<file path="config.mk">
export PLATFORM = sky130hd
export DESIGN_NAME = serial_adder_ctrl
export DESIGN_NICKNAME = d
export VERILOG_FILES = /design/src/rtl/serial_adder_ctrl.sv
export SDC_FILE = /design/constraint.sdc
export NUM_CORES = 1
export LEC_CHECK = 0
export CORE_ASPECT_RATIO = 1.25
export CORE_UTILIZATION = 47
export DETAILED_ROUTE_END_ITERATION = 8
export PLACE_DENSITY = 0.75
export SYNTH_ARGS = -nofsm -noshare
export SYNTH_HDL_FRONTEND = slang
export SYNTH_SLANG_ARGS = --single-unit
</file>
<file path="constraint.sdc">
create_clock -name clk -period 1.65 [get_ports clk]
set_clock_uncertainty 0.1 [all_clocks]
set_input_delay 0.33 -clock clk [delete_from_list [all_inputs] [get_ports clk]]
set_output_delay 0.33 -clock clk [all_outputs]
set_load 0.005 [all_outputs]
</file>
<file path="src/rtl/serial_adder_ctrl.sv">
// Bit-serial adder controller: one full-adder cell reused over WIDTH cycles, LSB first,
// with start/done handshake, synchronous abort and registered result/carry outputs.
module serial_adder_ctrl #(
    parameter int WIDTH = 8
) (
    input  logic             clk,
    input  logic             rst_n,
    input  logic             start,
    input  logic             clear,
    input  logic [WIDTH-1:0] operand_a,
    input  logic [WIDTH-1:0] operand_b,
    input  logic             carry_in,
    output logic             busy,
    output logic             done,
    output logic [WIDTH-1:0] result,
    output logic             carry_out
);

    localparam int CW = (WIDTH > 1) ? $clog2(WIDTH) : 1;

    typedef enum logic [1:0] {
        IDLE = 2'd0,
        ADD  = 2'd1,
        DONE = 2'd2
    } state_t;

    state_t           state_r;
    logic [WIDTH-1:0] a_sr_r;
    logic [WIDTH-1:0] b_sr_r;
    logic [WIDTH-1:0] sum_sr_r;
    logic             carry_r;
    logic [CW-1:0]    cnt_r;

    logic [1:0]       fa_s;
    logic [WIDTH-1:0] sum_next_s;
    logic             last_s;
    logic             accept_s;

    // Returns {carry, sum} of a one-bit full adder.
    function automatic logic [1:0] full_add(input logic a, input logic b, input logic c);
        full_add = {(a & b) | (a & c) | (b & c), a ^ b ^ c};
    endfunction

    // Adder cell, next result shift value, last-bit and start-acceptance decode.
    always_comb begin
        fa_s                  = full_add(a_sr_r[0], b_sr_r[0], carry_r);
        sum_next_s            = sum_sr_r >> 1;
        sum_next_s[WIDTH-1]   = fa_s[0];
        last_s                = (cnt_r == CW'(WIDTH - 1));
        accept_s              = start && ((state_r == IDLE) || (state_r == DONE));
    end

    // Sequencer FSM with datapath registers and registered handshake outputs.
    always_ff @(posedge clk or negedge rst_n) begin
        if (!rst_n) begin
            state_r   <= IDLE;
            a_sr_r    <= '0;
            b_sr_r    <= '0;
            sum_sr_r  <= '0;
            carry_r   <= 1'b0;
            cnt_r     <= '0;
            busy      <= 1'b0;
            done      <= 1'b0;
            result    <= '0;
            carry_out <= 1'b0;
        end else if (clear) begin
            // Abort discards the partial sum; result/carry_out keep the last completion.
            state_r <= IDLE;
            cnt_r   <= '0;
            busy    <= 1'b0;
            done    <= 1'b0;
        end else if (accept_s) begin
            a_sr_r  <= operand_a;
            b_sr_r  <= operand_b;
            carry_r <= carry_in;
            cnt_r   <= '0;
            state_r <= ADD;
            busy    <= 1'b1;
            done    <= 1'b0;
        end else begin
            case (state_r)
                IDLE: begin
                    busy <= 1'b0;
                    done <= 1'b0;
                end
                ADD: begin
                    a_sr_r   <= a_sr_r >> 1;
                    b_sr_r   <= b_sr_r >> 1;
                    sum_sr_r <= sum_next_s;
                    carry_r  <= fa_s[1];
                    cnt_r    <= cnt_r + CW'(1);
                    if (last_s) begin
                        result    <= sum_next_s;
                        carry_out <= fa_s[1];
                        state_r   <= DONE;
                        busy      <= 1'b0;
                        done      <= 1'b1;
                    end else begin
                        busy <= 1'b1;
                        done <= 1'b0;
                    end
                end
                DONE: begin
                    state_r <= IDLE;
                    busy    <= 1'b0;
                    done    <= 1'b0;
                end
                default: begin
                    state_r <= IDLE;
                    busy    <= 1'b0;
                    done    <= 1'b0;
                end
            endcase
        end
    end

endmodule

</file>
# Yosys cells after proc, flatten, opt, wreduce, memory -nomap -nowiden
# Cells that the tools add are included.
[word_totals]
regBits = 41
wordCells = 55
in_bits = 21
output_inout_bits = 11
[classes]
n_eq_ne = 5
addsub = 1
reduce_logical = 9
muxes = 21
n_bitwise = 9
[op_table]
columns = ["op", "n"]
rows = [
  ["two-way mux 8 bit", 4],
  ["two-way mux 1 bit", 10],
  ["two-way mux 3 bit", 3],
  ["two-way mux 2 bit", 3],
  ["!= test 4 bit, second input constant", 1],
  ["one-hot mux 2 bit (2 select lines)", 1],
  ["AND reduction 2 bit", 2],
  ["AND reduction 4 bit", 1],
  ["adder 3 x 1 -> 3 bit, second input constant", 1],
  ["AND 1 bit", 3],
  ["equality test 3 bit, second input constant", 1],
  ["!= test 3 bit, second input constant", 1],
  ["AND reduction 3 bit", 1],
  ["nonzero test 3 bit", 1],
  ["equality test 2 x 1 -> 1 bit, second input constant", 1],
  ["equality test 2 bit, second input constant", 1],
  ["zero test 2 bit", 1],
  ["inverter 1 bit", 2],
  ["OR 1 bit", 2],
  ["nonzero test 2 bit", 1],
  ["XOR 1 bit", 2],
  ["logical AND 1 bit", 1],
  ["logical OR 1 bit", 1],
]

# Longest topological paths before layout
[depth]
ltp_word = 5
depth_mapped = 6
depth_no_buf = 5

# Worst setup path before layout
# Ideal clock, no wire load.
[synth_path]
path_kind = "in2reg"
from = "input port clear"
to = "register carry_out"
arrival_time_ns = 1.422
path_stages = 5
path_slack_ns = 0.003
setup_ns = 0.125
n_path_buf = 2
t_required_ns = 1.425
cell_sequence = "buf_4 nor3b_4 and2_4 buf_12 mux2_4"
[synth_via]
elab_chain_cells = 2
[synth_rtl]
columns = ["item", "line", "source"]
rows = [
  ["start: declaration", "9", "input logic clear,"],
  ["inverter 1 bit (no source line)", "--", ""],
  ["AND reduction 4 bit (no source line)", "--", ""],
  ["end signal: assignment", "94", "carry_out <= fa_s[1];"],
  ["end: declaration", "16", "output logic carry_out"],
]
# Every way passes these cells.
# A chain may end at the register's enable or synchronous reset.

# Worst setup path after layout
[layout_path]
from = "register result[7]"
to = "output port result[7]"
[layout_lines]
columns = ["item", "line", "source"]
rows = [
  ["start: declaration", "15", "output logic [WIDTH-1:0] result,"],
  ["start signal: assignment", "93", "result <= sum_next_s;"],
]
# No word-level cell between the ends.

==> flow_metrics.tcl <==
set metrics [dict create \
    hold-worst-slack_ns 0.390 \
    critical_path.max_fanout 2 \
    async_reset_ff_share_pct 100 \
    preCtsSetupSlack_ns -0.281 \
    grt_pass1_vias 1283 \
    io_buffer_count 31 \
    multi_input_comb_area_sq_um 752 \
    remaining_drc_errors 1 \
    worstPathArrival_ns 1.15 \
    setup.worst_path.start "result[7]" \
    cts_tree "built" \
    via_per_inst 5.49 \
    cp-start-kind "register" \
    top_level_ports 32 \
    maxClockFrequency_mhz 634 \
    ctsHtreeMaxLevel 2 \
    synthCells 137 \
    cts.clk_slew.worst_paths_ns 0.07 \
    slew_violations 0 \
    stdcell_area_sq_um 2350 \
    area_delta_synth_final_pct 29.1 \
    period_needed_ns 1.58 \
    ir_worst_vdd_v 0.000513 \
    worstPathRequired_ns 1.22 \
    crit_buf_inv 1 \
    timing.rr.start "cnt_r[0]" \
    fin_nets 207 \
    grt.total_usage_pct 18.2 \
    synth_ff_type "dfrtp_1" \
    seqCellArea_sq_um 1000 \
    violations "DRC" \
    cp_cell_sequence "clkdlybuf4s50_1" \
    via_count 1218 \
    hp-class "in -> reg" \
    outcome "finished, violations left" \
    n_antenna_cell 0 \
    finalWorstSetupSlack_ns 0.0717 \
    dpl.hpwl_um 2520 \
    ys_warn_count 0 \
    clkSinkCount 40 \
    grt_setup_unrepaired "no" \
    tns_ns 0 \
    instances_no_fill 222 \
    worst-slew-pin-transition_ns 0.477 \
    ys_ff_latch 40 \
    wl_per_cell_um 15.2 \
    fill_cells 287 \
    cts_made_buffers 5 \
    fin_crit_sh_pct 95.7 \
    core_sq_um 3600 \
    clock_latency_ns 0.28 \
    die_x_um 57.6 \
    cp_top_family "buffers and inverters" \
    synth-edff-count 0 \
    die_y_um 71.5 \
    total_power_mw 2.49 \
    initial_utilization_pct 50.5 \
    min-delay-start "clear" \
    postPlaceCellArea_sq_um 2250 \
    ant_nets 0 \
    post-route-util_pct 65.1 \
    finalHoldViolations 0 \
    drt_iter0_markers 24 \
    gp_congestion 0.733 \
    end_kind "output pin" \
    place_inst 213 \
    synth.distinct_cells 25 \
    worst-setup-path-type "reg -> out" \
    grt_pass1_wl_um 5660 \
    syn-num-nets 161 \
    critPathMaxStageDelay_ns 0.50 \
    root_buffer "clkbuf_8" \
    max_slew_margin_pct 68.2 \
    dieArea_sq_um 4120 \
    grt_overflow 0 \
    max-cap-violations 0 \
    synth.avg_cell_area_sq_um 13.3 \
    cts_buffer_depth 2 \
    drive_gt1_share_pct 25.7 \
    antenna_found_initial 0 \
    drtPass1Iterations 6 \
    rows 24 \
    cp_slowest_cell "clkdlybuf4s50_1" \
    routed_wl_um 3360 \
    setup_viol 0 \
    syn_area_sq_um 1820 \
    power.density_nw_per_um2 1060 \
    grt_max_degree 22 \
    synth-seq-area-share_pct 55.1 \
    post_cts.repair.setup_buffers 0 \
    p_leak_nw 1.07 \
]
-- power breakdown --
group / leakage, nW / internal [mW] / switching [mW]
Clock: 0.0410 / 0.287 / 0.299
Combinational: 0.538 / 0.328 / 0.230
Sequential: 0.492 / 1.20 / 0.146
-- cell usage after synthesis, types with 2 or more instances --
cell type / count / area [sq um]
a21oi_1: 18 / 90.1
a22o_1: 2 / 17.5
buf_2: 3 / 15.0
buf_4: 4 / 30.0
dfrtp_1: 40 / 1000
ha_1: 2 / 25.0
mux2_2: 9 / 101
mux2_4: 9 / 135
mux2i_1: 15 / 150
nand2b_1: 2 / 12.5
nor2_1: 3 / 11.3
nor3_1: 15 / 75.1
nor3b_1: 2 / 15.0
o22ai_1: 2 / 12.5
-- cell families (layout without fill, tap and decap cells) --
kind of cell | after synthesis | after routing | synth area share (%)
flip-flops | 40 | 40 | 55.1
multiplexers | 33 | 33 | 21.3
AND/OR/NAND/NOR | 29 | 30 | 9.91
AO/OA/AOI/OAI | 23 | 23 | 7.09
buffers and inverters | 9 | 54 | 4.20
adder cells (fa/ha/maj) | 3 | 3 | 2.48
-- flip-flops by register name, summed over array words and instances, names as in the netlist --
signal / cells
a_sr_r: 8
b_sr_r: 8
result: 8
sum_sr_r: 7
cnt_r: 3
state_r: 2
busy: 1
carry_out: 1
carry_r: 1
done: 1
-- area by class of cell --
type,instances,share of cell area [%]
timing repair buffer,47,19.9
sequential,40,42.6
clock inverter,1,0.213
clock buffer,6,3.09
tap,39,2.08
multi-input combinational,89,32.0
-- per-layer routing --
layer	routed length, um	vias to the layer above	global-route usage (%)
met3	118	4	4.87
met5	0	-	0
met2	1800	32	31.9
met1	1410	597	21.5
li1	-	585	-
met4	31	0	5.69
-- layout by cell type, fill, tap and decap left out, drive strengths merged --
master	netlist	routed
nand2b	2	2
mux2	18	18
ha	2	2
and2	2	3
mux2i	15	15
dfrtp	40	40
dlymetal6s2s	0	1
a22o	2	2
nor3	15	15
o22ai	2	2
clkinv	0	1
clkbuf	0	6
a21oi	18	18
fa	1	1
nand3	1	1
clkdlybuf4s50	0	29
o21ai	1	1
buf	9	16
dlygate4sd3	0	1
nor2	3	3
or2	1	1
or3b	1	1
nor3b	4	4
-- tightest hold or removal path, delay by kind of cell --
kind	cells	cell delay (ns)
buf+inv	2	0.37
simple gates	1	0.04
-- final timing paths --
path | endpoint | slack, ns | depth (start not counted)
min in group asynchronous | result[0] | 0.44 | 2
hold reg to reg | result[0] | 0.41 | 1
hold / removal | cnt_r[1] | 0.39 | 3
setup reg to reg | cnt_r[2] | 0.10 | 5
setup / recovery | result[7] | 0.07 | 1
max in group asynchronous | a_sr_r[1] | 0.54 | 3
-- repair_timing --
action | CTS | global route
setup endpoints to repair | 0 | 11
endpoints found under the hold margin | 20 | 0
gates resized for setup | 0 | 3
hold buffers | 1 | 0
Note: power is estimated with default switching activity, not from simulation.
